==> config.mk <==
export PLATFORM = sky130hd
export DESIGN_NAME = mul_div_unit
export DESIGN_NICKNAME = d
export VERILOG_FILES = /design/src/rtl/mul_div_unit.sv
export SDC_FILE = /design/constraint.sdc
export NUM_CORES = 1
export LEC_CHECK = 0
export ABC_AREA = 1
export ABC_CLOCK_PERIOD_IN_PS = 5100
export BUFFER_PORTS_ARGS = -buffer_cell sky130_fd_sc_hd__buf_2
export CORE_AREA = 2 2 224 314
export CTS_CLUSTER_SIZE = 12
export DETAILED_ROUTE_END_ITERATION = 8
export DIE_AREA = 0 0 226 316
export MAX_ROUTING_LAYER = met4
export SLEW_MARGIN = 20
export SYNTH_ARGS = -nofsm -noshare
export SYNTH_HDL_FRONTEND = slang
export SYNTH_SLANG_ARGS = --single-unit
==> constraint.sdc <==
create_clock -name clock -period 5.1 [get_ports clock]
set_input_delay 0.255 -clock clock [delete_from_list [all_inputs] [get_ports clock]]
set_output_delay 0.255 -clock clock [all_outputs]
set_load 0.005 [all_outputs]
==> src/rtl/mul_div_unit.sv <==
// Purpose : multi-cycle signed WIDTHxWIDTH multiply (radix-2 Booth) / divide (restoring) into {HI,LO}.
// Latency : start accepted at edge t0 -> done high after edge t0+WIDTH+1, for every operation.
// Backpr. : none; start is ignored while busy, and done is a one-cycle pulse with no stall.
module mul_div_unit #(
   parameter int WIDTH = 32
) (
   input  logic                 clock,
   input  logic                 clear,
   input  logic                 start,
   input  logic                 op,
   input  logic [WIDTH-1:0]     A,
   input  logic [WIDTH-1:0]     B,
   output logic                 busy,
   output logic                 done,
   output logic                 div_by_zero,
   output logic [2*WIDTH-1:0]   Z
);

   localparam int CW = $clog2(WIDTH);

   typedef enum logic [1:0] {
      S_IDLE = 2'd0,
      S_CALC = 2'd1,
      S_FIX  = 2'd2,
      S_DONE = 2'd3
   } state_t;

   state_t state, state_nxt;

   logic          accept;
   logic          last_iter;
   logic [CW-1:0] cnt;

   // latched operation context
   logic             op_r;
   logic [WIDTH-1:0] a_r;
   logic             a_neg;
   logic             q_neg;
   logic             b_zero;
   logic             dbz_r;

   // multiply datapath: Booth accumulator {upper, multiplier, q-1}
   logic [2*WIDTH:0] acc;
   logic [WIDTH-1:0] mcand;
   logic [WIDTH:0]   upper_ext;
   logic [WIDTH:0]   mcand_ext;
   logic [WIDTH:0]   booth_sum;

   // divide datapath: partial remainder and dividend/quotient shift register
   logic [WIDTH-1:0] rem;
   logic [WIDTH-1:0] quo;
   logic [WIDTH-1:0] bmag;
   logic [WIDTH:0]   shifted;
   logic [WIDTH-1:0] trial;
   logic             fits;

   logic [WIDTH-1:0] a_mag_in;
   logic [WIDTH-1:0] b_mag_in;
   logic [WIDTH-1:0] q_fix;
   logic [WIDTH-1:0] r_fix;

   // state register; clear wins over everything, including a same-edge start
   always_ff @(posedge clock) begin
      if (clear) state <= S_IDLE;
      else       state <= state_nxt;
   end

   // next-state logic
   always_comb begin
      state_nxt = state;
      case (state)
         S_IDLE:  if (start) state_nxt = S_CALC;
         S_CALC:  if (last_iter) state_nxt = S_FIX;
         S_FIX:   state_nxt = S_DONE;
         S_DONE:  state_nxt = start ? S_CALC : S_IDLE;
         default: state_nxt = S_IDLE;
      endcase
   end

   // FSM outputs; DONE is not busy so a new request can be issued during the done pulse
   always_comb begin
      busy        = (state == S_CALC) || (state == S_FIX);
      done        = (state == S_DONE);
      div_by_zero = (state == S_DONE) && dbz_r;
      accept      = start && ((state == S_IDLE) || (state == S_DONE));
   end

   // per-iteration arithmetic for both engines
   always_comb begin
      last_iter = (cnt == CW'(WIDTH - 1));
      a_mag_in  = A[WIDTH-1] ? (~A + 1'b1) : A;
      b_mag_in  = B[WIDTH-1] ? (~B + 1'b1) : B;

      // Booth step: the add is one bit wider than the upper half so that
      // subtracting the most negative multiplicand cannot overflow
      upper_ext = {acc[2*WIDTH], acc[2*WIDTH:WIDTH+1]};
      mcand_ext = {mcand[WIDTH-1], mcand};
      case (acc[1:0])
         2'b01:   booth_sum = upper_ext + mcand_ext;
         2'b10:   booth_sum = upper_ext - mcand_ext;
         default: booth_sum = upper_ext;
      endcase

      // restoring step: the remainder stays below |B| <= 2^(WIDTH-1), so the
      // difference always fits WIDTH bits whenever the trial subtraction succeeds
      shifted = {rem, quo[WIDTH-1]};
      fits    = (shifted >= {1'b0, bmag});
      trial   = shifted[WIDTH-1:0] - bmag;

      q_fix = q_neg ? (~quo + 1'b1) : quo;
      r_fix = a_neg ? (~rem + 1'b1) : rem;
   end

   // datapath registers: operand capture, iteration, and sign fix-up into Z
   always_ff @(posedge clock) begin
      if (clear) begin
         cnt    <= '0;
         op_r   <= 1'b0;
         a_r    <= '0;
         a_neg  <= 1'b0;
         q_neg  <= 1'b0;
         b_zero <= 1'b0;
         dbz_r  <= 1'b0;
         acc    <= '0;
         mcand  <= '0;
         rem    <= '0;
         quo    <= '0;
         bmag   <= '0;
         Z      <= '0;
      end else begin
         if (accept) begin
            cnt    <= '0;
            op_r   <= op;
            a_r    <= A;
            a_neg  <= A[WIDTH-1];
            q_neg  <= A[WIDTH-1] ^ B[WIDTH-1];
            b_zero <= (B == '0);
            dbz_r  <= 1'b0;
            acc    <= {{WIDTH{1'b0}}, B, 1'b0};
            mcand  <= A;
            rem    <= '0;
            quo    <= a_mag_in;
            bmag   <= b_mag_in;
         end else if (state == S_CALC) begin
            cnt <= cnt + 1'b1;
            if (!op_r) begin
               acc <= {booth_sum, acc[WIDTH:1]};
            end else begin
               rem <= fits ? trial : shifted[WIDTH-1:0];
               quo <= {quo[WIDTH-2:0], fits};
            end
         end else if (state == S_FIX) begin
            if (!op_r)       Z <= acc[2*WIDTH:1];
            else if (b_zero) Z <= {a_r, {WIDTH{1'b1}}};
            else             Z <= {r_fix, q_fix};
            dbz_r <= op_r && b_zero;
         end
      end
   end

endmodule

== Word-level counts from Yosys, hierarchy flattened ==
Cells that the tools add are included.
Operators by class
  multiplexer cells: 18
  reductions and logical operators: 19
  eq/ne operators: 9
  add/sub/neg operators: 8
  bitwise logic cells: 8
  order comparisons: 1
Operator list (count)
  two-way mux 32 bit: 8
  adder 32 x 1 -> 32 bit (second input constant): 4
  two-way mux 64 bit: 2
  inverter 32 bit: 4
  two-way mux 33 bit: 3
  one-hot mux 33 bit (2 select lines): 1
  adder 32 x 32 -> 33 bit: 1
  >= comparator 33 x 32 -> 1 bit: 1
  subtractor 32 x 32 -> 33 bit: 1
  logical NOT 32 bit: 1
  subtractor 32 bit: 1
  AND reduction 2 bit: 6
  one-hot mux 2 bit (4 select lines): 1
  == test 2 bit (second input constant): 3
  inequality test 2 bit (second input constant): 3
  AND reduction 3 bit: 2
  nonzero test 2 bit: 3
  adder 5 x 1 -> 5 bit (second input constant): 1
  == test 5 bit (second input constant): 1
  == test 2 x 1 -> 1 bit (second input constant): 2
  two-way mux 2 bit: 2
  logical AND 1 bit: 3
  inverter 1 bit: 3
  logical NOT 2 bit: 1
  other kinds (4): 5
Storage, ports and cells
  logic and storage cells: 78
  input port bits: 68
  flip-flop bits (word level): 269
  output and inout port bits: 67

== Longest topological paths before layout ==
Gate-level depths: netlist of run 1.
  depth in word-level cells: 5
  gate-level depth with buffers: 27

== Least setup slack after synthesis of run 1 ==
OpenSTA, ideal clock, no wires.
  kind: register to register
  start point: register acc[0]
  end point: register acc[64]
  setup slack: 2.185 ns
  cell stages (with the launch flop): 20
  data arrival time: 2.805 ns
  data required time: 4.990 ns
  buffers on the path: 2
  cell sequence: dfxtp_1 -> inv_1 -> ha_1 -> inv_1 -> clkbuf_1 -> clkbuf_1 -> o21ai_0 -> xor2_1 -> ha_1 -> nand2_1 -> nor2_1 -> nand2_1 -> nor4_1 -> nand2_1 -> nand2_1 -> nand2_1 -> nand3_1 -> nand2_1 -> inv_1 -> nor2_1
Between the ends
  longest elaborated chain between the ends: 3
  elaborated cells between the ends (all ways): 5
  classes of those cells: eq/ne (2); mux (1); reduce/logical (2)
Ends and longest elaborated chain
  from (decl): RTL line 43  | logic [2*WIDTH:0] acc;
  from (signal assigned): RTL line 139  | acc <= {{WIDTH{1'b0}}, B, 1'b0};
  from (signal assigned): RTL line 147  | acc <= {booth_sum, acc[WIDTH:1]};
  == test 2 bit or == test 2 x 1 -> 1 bit (tied branches): RTL line 98  | case (acc[1:0])
  nonzero test 2 bit (no source line)
  AND reduction 3 bit (no source line)
Parallel ways exist; a longest one is shown, timed or not.
A chain may end at the register's enable or synchronous reset.

== Worst setup path after layout of run 1 ==
  start point: register mcand[11]
  end point: register acc[59]
Between the ends
  longest elaborated chain between the ends: 2
  elaborated cells between the ends (all ways): 3
  classes of those cells: add/sub (2); mux (1)
Ends and longest elaborated chain
  from (decl): RTL line 44  | logic [WIDTH-1:0] mcand;
  from (signal assigned): RTL line 125  | mcand <= '0;
  from (signal assigned): RTL line 140  | mcand <= A;
  subtractor 32 x 32 -> 33 bit or adder 32 x 32 -> 33 bit (tied branches): RTL line 100, 99
  one-hot mux 33 bit (2 select lines) *: RTL line 98
Mark *: on every way between the ends. The rest lies on a longest branch, timed or not.

==> results of run 1 <==
-- power groups by stage --
stage | Clock (mW) | Combinational [mW] | Sequential (mW)
final | 2.62 | 6.48 | 3.10
after global routing | 2.73 | 7.25 | 3.14
after CTS | 2.66 | 6.43 | 3.08
after detailed placement | 0 | 6.40 | 3.12
after global placement | 0 | 6.38 | 3.12
after floorplan | 0 | 4.65 | 2.92
-- layout make-up --
cell class / count / area share [%]
diodes: 2 / 0.0216
clock buffers: 45 / 4.20
clock inverters: 14 / 0.967
inverters: 522 / 8.49
multi-input cells: 2482 / 53.8
flip-flops and latches: 268 / 23.2
well taps: 928 / 5.01
repair buffers: 174 / 4.36
-- kinds of logic after synthesis --
logic type               share of synthesized area [%]
flip-flops                                        26.2
AND/OR/NAND/NOR                                   32.9
AO/OA/AOI/OAI                                     20.0
XOR/XNOR                                          3.08
buffers and inverters                             12.8
adder cells (fa/ha/maj)                           4.91
-- critical path, cell delays in order (launching register included) --
cell and delay (ns):
dfxtp_1 0.37, nor2_1 0.24, nand2_1 0.11, nor3_1 0.36, nand3_1 0.17, nor3b_1 0.34, a21oi_1 0.17, xor2_1 0.19
ha_1 0.36, a21oi_1 0.28, o21ai_0 0.18, inv_1 0.08, nand2_1 0.05, nor2_1 0.19, nand2_1 0.08, nand2_1 0.06
nand3_1 0.06, nand2_1 0.08, a21oi_1 0.06
-- layer usage --
| metal | vias up | part of all wire [%] | track usage (%) |
|---|---|---|---|
| met5 | - | 0 | - |
| met4 | 0 | 5.4 | 11.1 |
| met3 | 168 | 5.2 | 2.17 |
| met2 | 663 | 48 | 37.1 |
| met1 | 10233 | 41 | 26.6 |
| li1 | 11245 | - | - |
-- flip-flops by register name (all words and copies together), names as in the netlist, 2 cells and up --
register / cells
acc: 65
Z: 64
bmag: 32
quo: 32
rem: 32
mcand: 31
cnt: 5
state: 2
-- layout by cell type, fill, tap and decap left out, drive strengths merged, types with 18 or more instances in the layout --
master | Yosys | final
nor3 | 51 | 51
buf | 35 | 158
inv | 515 | 516
nor2 | 354 | 354
nand3 | 243 | 243
o21ai | 271 | 271
dfxtp | 268 | 268
a31oi | 32 | 32
xor2 | 66 | 66
nand2 | 870 | 870
ha | 77 | 77
clkbuf | 103 | 45
a21oi | 318 | 318
o22ai | 27 | 27
o221ai | 22 | 22
a211oi | 20 | 20
nand4 | 35 | 35
o211ai | 18 | 18
-- worst max-delay path by stage --
stage / start / endpoint / slack, ns / cells after the start
final: mcand[11]$_SDFFE_PP0P_ / acc[59]$_SDFFE_PP0P_ / 1.51 / 18
after global routing: mcand[11]$_SDFFE_PP0P_ / acc[64]$_SDFFE_PP0P_ / 1.14 / 18
after CTS: acc[1]$_SDFFE_PP0P_ / acc[58]$_SDFFE_PP0P_ / 1.49 / 15
after detailed placement: acc[1]$_SDFFE_PP0P_ / acc[58]$_SDFFE_PP0P_ / 1.51 / 15
after global placement: acc[0]$_SDFFE_PP0P_ / acc[58]$_SDFFE_PP0P_ / 1.50 / 16
after floorplan: acc[0]$_SDFFE_PP0P_ / acc[64]$_SDFFE_PP0P_ / 2.19 / 19
==> flow_summary.json, run 1 <==
{
  "status": "finished clean",
  "worstReg2RegEnd": "acc[59]$_SDFFE_PP0P_",
  "gp_congestion": 0.954,
  "hold_ws_ns": 0.0103,
  "period_share_pct": 70.4,
  "synthesis.area_um2": 20400,
  "min_from": "A[19]",
  "first_global_vias": 20469,
  "routedWlPerCell_um": 17.8,
  "slew_headroom_pct": 29.0,
  "multi_input_area_um2": 12500,
  "fill_cells": 7658,
  "yosysMostFrequentCell": "nand2_1",
  "nets": 3629,
  "max-vdd-ir-drop_uv": 296,
  "core_area_um2": 68600,
  "drt_iter0_drc": 1750,
  "port_buffers": 134,
  "grt-ovfl-total": 0,
  "seqCellArea_um2": 5370,
  "finClkSkew_ns": 0.0223,
  "post-cts-setup-buffers": 0,
  "drv_slew": 0,
  "vias": 22309,
  "arrival_ns": 3.99,
  "cts.reportedPaths.clkPinSlew_ns": 0.06,
  "power_switching_mw": 6.05,
  "antenna_found_initial": 2,
  "reg2regPathDepth": 18,
  "synth_cell_types": 57,
  "instances_no_fill": 4435,
  "synth_cells": 3411,
  "power_frac_clock_pct": 21.4,
  "cts_hold_buffers": 16,
  "power_density_nw_per_um2": 526,
  "pre_cts_ws_ns": 1.51,
  "die_h_um": 316,
  "grt_pass1_wl_um": 119000,
  "die_x_um": 226,
  "synthArstFlopShare_pct": 0,
  "p_leak_nw": 11.2,
  "drt_first_pass_iters": 6,
  "dpl.hpwl_um": 61800,
  "path_max_fanout": 5,
  "fin_crit_ns": 3.59,
  "critPathCaptureType": "flop",
  "switching_share_pct": 49.7,
  "core.rowCount": 114,
  "fin_util_pct": 33.8,
  "yosysWarnings": 0,
  "postSynthAreaPerCell_um2": 5.99,
  "postRouteAntennaNets": 0,
  "cts_buffers": 34,
  "htreeDepth": 2,
  "drive_gt1_share_pct": 8.22,
  "wl_um": 79000,
  "tns_ns": 0,
  "grt_max_degree": 87,
  "yosysSeqAreaShare_pct": 26.2,
  "dieArea_um2": 71400,
  "dpl_cell_area_um2": 21800,
  "ys_seq_elements": 268,
  "grt_use_total_pct": 22.2,
  "power_frac_seq_pct": 25.4,
  "synthTopCellsByArea": "dfxtp_1, nand2_1, inv_1",
  "required_ns": 5.50,
  "final_cell_area_um2": 23200,
  "cts_buffer_depth": 3,
  "setup_slack_ns": 1.51,
  "yosysTopAreaCellShare_pct": 26.2,
  "cts.sinks": 268,
  "worstSetupPathType": "flop to flop",
  "whs_path_depth": 3,
  "yosysTopAreaCell": "dfxtp_1",
  "synth_edf_count": 0,
  "synth_nets": 3558,
  "post_cts_resized": 0,
  "fmax_ghz": 0.279,
  "setup_viol": 0,
  "ys_top_cells_by_count": "nand2_1, inv_1, nor2_1",
  "cts_tree": "done",
  "reg2reg_from": "mcand[11]$_SDFFE_PP0P_",
  "cts-root-buf": "clkbuf_16",
  "initial_core_util_pct": 29.8,
  "syn_to_final_growth_pct": 13.3,
  "critPathLaunchType": "flop",
  "reg2reg_slack_ns": 1.51,
  "hold_violations": 0,
  "clkLatencyLatePin_ns": 0.57,
  "dp.cells": 4358,
  "min_path_type": "input pin to flop",
  "worstMarginPinSlew_ns": 1.06,
  "rsz0062_at_grt": "no",
  "pin_count": 135,
  "combinationalPowerShare_pct": 53.1,
  "drc_errors": 0,
  "viasPerCell": 5.03,
  "synth_ff_type": "dfxtp_1",
  "p_int_mw": 6.14,
  "cap_violations": 0,
  "totalPowerFinal_mw": 12.2,
  "hold_path_end": "quo[19]$_SDFFE_PP0P_"
}
Power figures use the tool's default switching activity.
==> run 2: changes to the inputs <==
--- a/config.mk
+++ b/config.mk
@@ -5,13 +5,13 @@
 export SDC_FILE = /design/constraint.sdc
 export NUM_CORES = 1
 export LEC_CHECK = 0
-export ABC_AREA = 1
-export ABC_CLOCK_PERIOD_IN_PS = 5100
+export ABC_AREA = 0
+export ABC_CLOCK_PERIOD_IN_PS = 3700
 export BUFFER_PORTS_ARGS = -buffer_cell sky130_fd_sc_hd__buf_2
-export CORE_AREA = 2 2 224 314
+export CORE_AREA = 2 2 210 295
 export CTS_CLUSTER_SIZE = 12
 export DETAILED_ROUTE_END_ITERATION = 8
-export DIE_AREA = 0 0 226 316
+export DIE_AREA = 0 0 212 297
 export MAX_ROUTING_LAYER = met4
 export SLEW_MARGIN = 20
 export SYNTH_ARGS = -nofsm -noshare
==> constraint.sdc (replaced) <==
create_clock -name clock -period 3.7 [get_ports clock]
set_input_delay 0.185 -clock clock [delete_from_list [all_inputs] [get_ports clock]]
set_output_delay 0.185 -clock clock [all_outputs]
set_load 0.005 [all_outputs]
==> run 2 against run 1 <==
The run now ends with setup timing left; via count down 19%; clock skew shrank 0.0082 ns; final cell count shrank 22%; critical path type unchanged; critical endpoint is now acc[64]$_SDFFE_PP0P_; highest routed layer unchanged.
==> flow_summary.json, run 2 <==
{
  "critPathCaptureType": "flop",
  "synthTopCellsByArea": "dfxtp_1, nand2_1, ha_1",
  "violations": "setup timing",
  "worstSetupPathType": "flop to flop",
  "synthArstFlopShare_pct": 0,
  "ys_seq_elements": 268,
  "synth_ff_type": "dfxtp_1",
  "instances_no_fill": 3438,
  "antenna_found_initial": 3,
  "drc_errors": 0,
  "ys_top_cells_by_count": "nand2_1, dfxtp_1, nor2_1",
  "synth_cell_types": 74,
  "status": "finished with violations",
  "final_cell_area_um2": 22300,
  "core.rowCount": 107,
  "cts_buffer_depth": 3,
  "cts_tree": "done",
  "port_buffers": 134,
  "first_global_vias": 17426,
  "dpl.hpwl_um": 49500,
  "critPathLaunchType": "flop",
  "drt_first_pass_iters": 5,
  "dpl_cell_area_um2": 20400,
  "crit_start": "mcand[2]$_SDFFE_PP0P_",
  "fin_crit_ns": 4.00,
  "die_x_um": 212,
  "core_area_um2": 60400,
  "combinationalPowerShare_pct": 58.7,
  "nets": 2744,
  "p_int_mw": 9.84,
  "yosysWarnings": 0,
  "required_ns": 4.20,
  "rsz0062_at_grt": "yes",
  "cap_violations": 0,
  "power_frac_clock_pct": 16.5,
  "grt_pass1_wl_um": 100000,
  "largest_reg_flops": 65,
  "worstMarginPinSlew_ns": 0.962,
  "viasPerCell": 5.26,
  "worstReg2RegEnd": "acc[64]$_SDFFE_PP0P_",
  "power_switching_mw": 8.23,
  "synth_cells": 2360,
  "switching_share_pct": 45.5,
  "drive_gt1_share_pct": 16.6,
  "drt_iter0_drc": 1308,
  "power_density_nw_per_um2": 810,
  "synth_edf_count": 0,
  "max-vdd-ir-drop_uv": 416,
  "cp-endpoint": "acc[64]$_SDFFE_PP0P_",
  "postRouteAntennaNets": 0,
  "reg2regPathDepth": 16,
  "layout_common_cells": "nand2_1, dfxtp_1, nor2_1",
  "regMostFlops": "acc",
  "slew_headroom_pct": 35.9,
  "dieArea_um2": 63000,
  "yosysSeqAreaShare_pct": 29.8,
  "hold_violations": 0,
  "p_leak_nw": 8.74,
  "yosysTopAreaCellShare_pct": 29.8,
  "setup_viol": 12,
  "pin_count": 135,
  "routedWlPerCell_um": 19.0,
  "yosysTopAreaCell": "dfxtp_1",
  "dp.cells": 3306,
  "cts-root-buf": "clkbuf_16",
  "cts_buffers": 30,
  "finClkSkew_ns": 0.0142,
  "drv_slew": 0,
  "die_h_um": 297,
  "cts.reportedPaths.clkPinSlew_ns": 0.07,
  "gp_congestion": 0.923,
  "power_frac_seq_pct": 24.7,
  "arrival_ns": 4.50,
  "grt_max_degree": 162,
  "syn_to_final_growth_pct": 24.1,
  "reg2reg_slack_ns": -0.30,
  "layout_commonest_cell": "nand2_1",
  "period_share_pct": 108,
  "postSynthAreaPerCell_um2": 7.62,
  "yosysMostFrequentCell": "nand2_1",
  "vias": 18097,
  "fmax_ghz": 0.250,
  "synthesis.area_um2": 18000,
  "cts.sinks": 268,
  "grt-ovfl-total": 0,
  "initial_core_util_pct": 29.8,
  "synth_nets": 2507,
  "clkLatencyLatePin_ns": 0.59,
  "path_max_fanout": 4,
  "grt_use_total_pct": 20.8,
  "htreeDepth": 1,
  "reg2reg_from": "mcand[2]$_SDFFE_PP0P_",
  "setup_slack_ns": -0.295,
  "reg_top3": "acc (65), Z (64)",
  "min_path_type": "input pin to flop",
  "wl_um": 65300
}
[run 2: kinds of logic (layout without fill, tap and decap cells)]
group                      after synthesis  count (layout)  synth area share (%)
AOI/OAI and AO/OA                      718             718                  26.1
xor gates and xnor gates               201             201                  9.79
adders and majority gates               79              79                  5.58
buffers and inverters                  226             484                  4.75
DFF                                    268             268                  29.8
muxes                                   66              66                  3.69
other                                    0               3                     0
and+or+nand+nor                        802             802                  20.2
[run 2: worst max-delay path: stages (launching register included)]
cell and delay (ns):
dfxtp_2 0.32, or3_4 0.41, or4_4 0.54, nor4_4 0.15, buf_4 0.18, and3b_2 0.22
nor2_1 0.05, xnor2_1 0.15, ha_1 0.33, and3_4 0.19, nand4_1 0.14, a211oi_2 0.34
o31ai_4 0.12, o21ai_1 0.16, xnor2_1 0.10, or4_1 0.40, a21oi_1 0.12
[run 2: final cells by class]
class | instances | area [um2]
inverter | 70 | 263
clock inverter | 8 | 50.0
tap | 817 | 1020
sequential | 268 | 5370
fill | 6342 | 38100
antenna | 3 | 7.51
multi-input combinational | 1866 | 12100
clock buffer | 45 | 908
timing repair buffer | 361 | 2620
[run 2: worst min-delay path by stage]
stage / from / end / slack [ns] / depth (start not counted)
2_1_floorplan: B[0] / bmag[0]$_SDFFE_PP0P_ / 0.32 / 2
3_3_place_gp: Z[32]$_SDFFE_PP0P_ / Z[32]$_SDFFE_PP0P_ / 0.44 / 2
3_5_place_dp: Z[57]$_SDFFE_PP0P_ / Z[57]$_SDFFE_PP0P_ / 0.45 / 2
4_1_cts: B[7] / acc[8]$_SDFFE_PP0P_ / 0.0001 / 3
5_1_grt: A[1] / mcand[1]$_SDFFE_PP0P_ / 0.02 / 3
6_report: B[7] / acc[8]$_SDFFE_PP0P_ / 0.02 / 3
[run 2: metrics by stage]
step	setup slack (ns)	hold WS (ns)	util, %	power (mW)	TNS, ns
floorplan	-0.0880	0.321	-	11.0	-0.0883
global placement	-0.238	0.444	33.8	14.6	-1.44
detailed placement	-0.246	0.447	33.8	14.6	-1.97
CTS	-0.258	0.000128	36.6	17.8	-0.896
global route	-0.490	0.0227	37.0	19.3	-3.85
finish	-0.295	0.0235	37.0	18.1	-1.67
[run 2: per-layer routing]
layer  global-route usage, %  routed length [um]  up-vias
met2                    36.4               32900      435
li1                        -                   -     8939
met3                    2.26                2720      140
met5                       -                   0        -
met1                    23.3               26200     8583
met4                    10.1                3450        0
[run 2: what timing repair did]
action / 4_1_cts / 5_1_grt
hold buffers: 62 / 0
gates resized for setup: 24 / 42
setup endpoints to repair: 16 / 17
hold endpoints to repair: 104 / 0
pin swaps: 18 / 33
buffers inserted: 5 / 9
[run 2: power groups by stage]
stage               combinational [mW]  clock [mW]  sequential [mW]
CTS                               10.3        3.05             4.45
global route                      11.6        3.15             4.56
finish                            10.6        2.99             4.47
floorplan                         6.72           0             4.24
detailed placement                10.1           0             4.51
global placement                  10.1           0             4.50
==> run 3: changes to the inputs <==
--- a/config.mk
+++ b/config.mk
@@ -13,6 +13,7 @@
 export DETAILED_ROUTE_END_ITERATION = 8
 export DIE_AREA = 0 0 212 297
 export MAX_ROUTING_LAYER = met4
+export SETUP_SLACK_MARGIN = 0.02
 export SLEW_MARGIN = 20
 export SYNTH_ARGS = -nofsm -noshare
 export SYNTH_HDL_FRONTEND = slang
==> run 3 against run 2 <==
The flow still finishes with violations (setup timing); largest cell class unchanged; flip-flop and latch count stayed put; hold slack is essentially flat; wire length is 0.39% lower; critical endpoint is now acc[56]$_SDFFE_PP0P_; via count hardly changed; largest power group unchanged; count of clock-buffer cells in the layout fell by 2; first-iteration DRC count is 23% lower; critical path depth grew 1; sequential power about the same.
==> flow_summary.json, run 3 (synthesis results as in run 2) <==
{
  "viasPerCell": 5.24,
  "die_x_um": 212,
  "layout_common_cells": "nand2_1, dfxtp_1, nor2_1",
  "max-vdd-ir-drop_uv": 593,
  "pin_count": 135,
  "htreeDepth": 1,
  "drt_first_pass_iters": 5,
  "rsz0062_at_grt": "yes",
  "slew_headroom_pct": 35.0,
  "worstMarginPinSlew_ns": 0.975,
  "period_share_pct": 108,
  "grt_pass1_wl_um": 101000,
  "grt-ovfl-total": 0,
  "drive_gt1_share_pct": 15.7,
  "critPathCaptureType": "flop",
  "postRouteAntennaNets": 0,
  "wl_um": 65000,
  "initial_core_util_pct": 29.8,
  "cts.reportedPaths.clkPinSlew_ns": 0.07,
  "arrival_ns": 4.44,
  "reg2regPathDepth": 17,
  "port_buffers": 134,
  "cts.sinks": 268,
  "core_area_um2": 60400,
  "syn_to_final_growth_pct": 24.4,
  "nets": 2764,
  "finClkSkew_ns": 0.0180,
  "layout_commonest_cell": "nand2_1",
  "cts_buffers": 29,
  "fmax_ghz": 0.251,
  "antenna_found_initial": 1,
  "hold_violations": 0,
  "grt_max_degree": 162,
  "core.rowCount": 107,
  "worstSetupPathType": "flop to flop",
  "hold_ws_ns": 0.0239,
  "pre_cts_ws_ns": -0.259,
  "violations": "setup timing",
  "fin_crit_ns": 3.98,
  "dpl.hpwl_um": 49200,
  "regMostFlops": "acc",
  "status": "finished with violations",
  "drv_slew": 0,
  "fill_cells": 6352,
  "largest_reg_flops": 65,
  "power_density_nw_per_um2": 801,
  "whs_path_depth": 3,
  "path_max_fanout": 4,
  "grt_use_total_pct": 20.9,
  "min_path_type": "input pin to flop",
  "drc_errors": 0,
  "routedWlPerCell_um": 18.8,
  "cts_tree": "done",
  "cts_buffer_depth": 3,
  "gp_congestion": 0.949,
  "vias": 18087,
  "cap_violations": 0,
  "cts-root-buf": "clkbuf_16",
  "p_leak_nw": 8.84,
  "reg_top3": "acc (65), Z (64)",
  "clkLatencyLatePin_ns": 0.58,
  "first_global_vias": 17903,
  "required_ns": 4.16,
  "setup_viol": 14,
  "dieArea_um2": 63000,
  "setup_slack_ns": -0.283,
  "drt_iter0_drc": 1005,
  "die_h_um": 297,
  "critPathLaunchType": "flop",
  "reg2reg_slack_ns": -0.28
}
-- run 3: per-layer routing --
| layer | vias to the layer above | track usage (%) | share of wire, % |
|---|---|---|---|
| met5 | - | - | 0 |
| met1 | 8512 | 23.4 | 40 |
| met4 | 0 | 11.0 | 5.9 |
| li1 | 8961 | - | - |
| met2 | 449 | 36.5 | 50 |
| met3 | 165 | 1.96 | 3.9 |
-- run 3: metrics by stage --
step / setup TNS [ns] / instances / cell area, um2 / utilization, % / total power, mW
3_5_place_dp: -1.97 / 3312 / 20400 / 33.8 / 14.6
3_3_place_gp: -1.30 / 3312 / 20400 / 33.8 / 14.6
5_1_grt: -5.01 / 3453 / 22400 / 37.1 / 19.2
4_1_cts: -1.23 / 3451 / 22200 / 36.8 / 17.8
2_1_floorplan: -0.0883 / 2360 / 18000 / - / 11.0
6_report: -1.84 / 3453 / 22400 / 37.1 / 17.9
-- run 3: path summary, 6_finish.rpt --
kind,startpoint,end
worst max-delay path,mcand[2]$_SDFFE_PP0P_,acc[56]$_SDFFE_PP0P_
worst max register to register,mcand[2]$_SDFFE_PP0P_,acc[56]$_SDFFE_PP0P_
worst min-delay path,B[5],bmag[5]$_SDFFE_PP0P_
worst min register to register,Z[55]$_SDFFE_PP0P_,Z[55]$_SDFFE_PP0P_
-- run 3: cell type report --
type                       instances  area, um2  share of cell area [%]
multi-input combinational       1866      12000                    53.6
sequential                       268       5370                    24.0
timing repair buffer             382       2820                    12.6
tap                              817       1020                    4.57
clock buffer                      43        848                    3.79
inverter                          70        263                    1.17
clock inverter                     6       60.1                   0.268
antenna                            1       2.50                  0.0112
-- run 3: report_power, final --
part | total [mW] | leakage [nW] | switching (mW) | internal, mW
registers | 4.44 | 2.19 | 0.786 | 3.65
clock network | 2.89 | 0.442 | 1.25 | 1.64
logic | 10.6 | 6.21 | 6.06 | 4.55
-- run 3: timing repair --
| action | in CTS | in global routing |
|---|---|---|
| setup buffers | 6 | 2 |
| hold endpoints to repair | 77 | 0 |
| gates resized for setup | 19 | 31 |
| pin swaps | 12 | 23 |
| endpoints found under the setup margin | 15 | 20 |
| hold buffers | 84 | 0 |
-- run 3: worst max-delay path, stage by stage (launching register included) --
cell and delay [ns]:
dfxtp_2 0.32, or3_4 0.40, nor4_4 0.25, nand3b_1 0.20, o41ai_2 0.27, xor2_1 0.20, ha_1 0.30, a21oi_1 0.24
o211ai_1 0.15, a221oi_2 0.33, buf_4 0.16, nand2_1 0.04, a41o_1 0.25, buf_6 0.13, a211o_1 0.29, a21o_1 0.16
nand3_1 0.08, a21oi_1 0.08
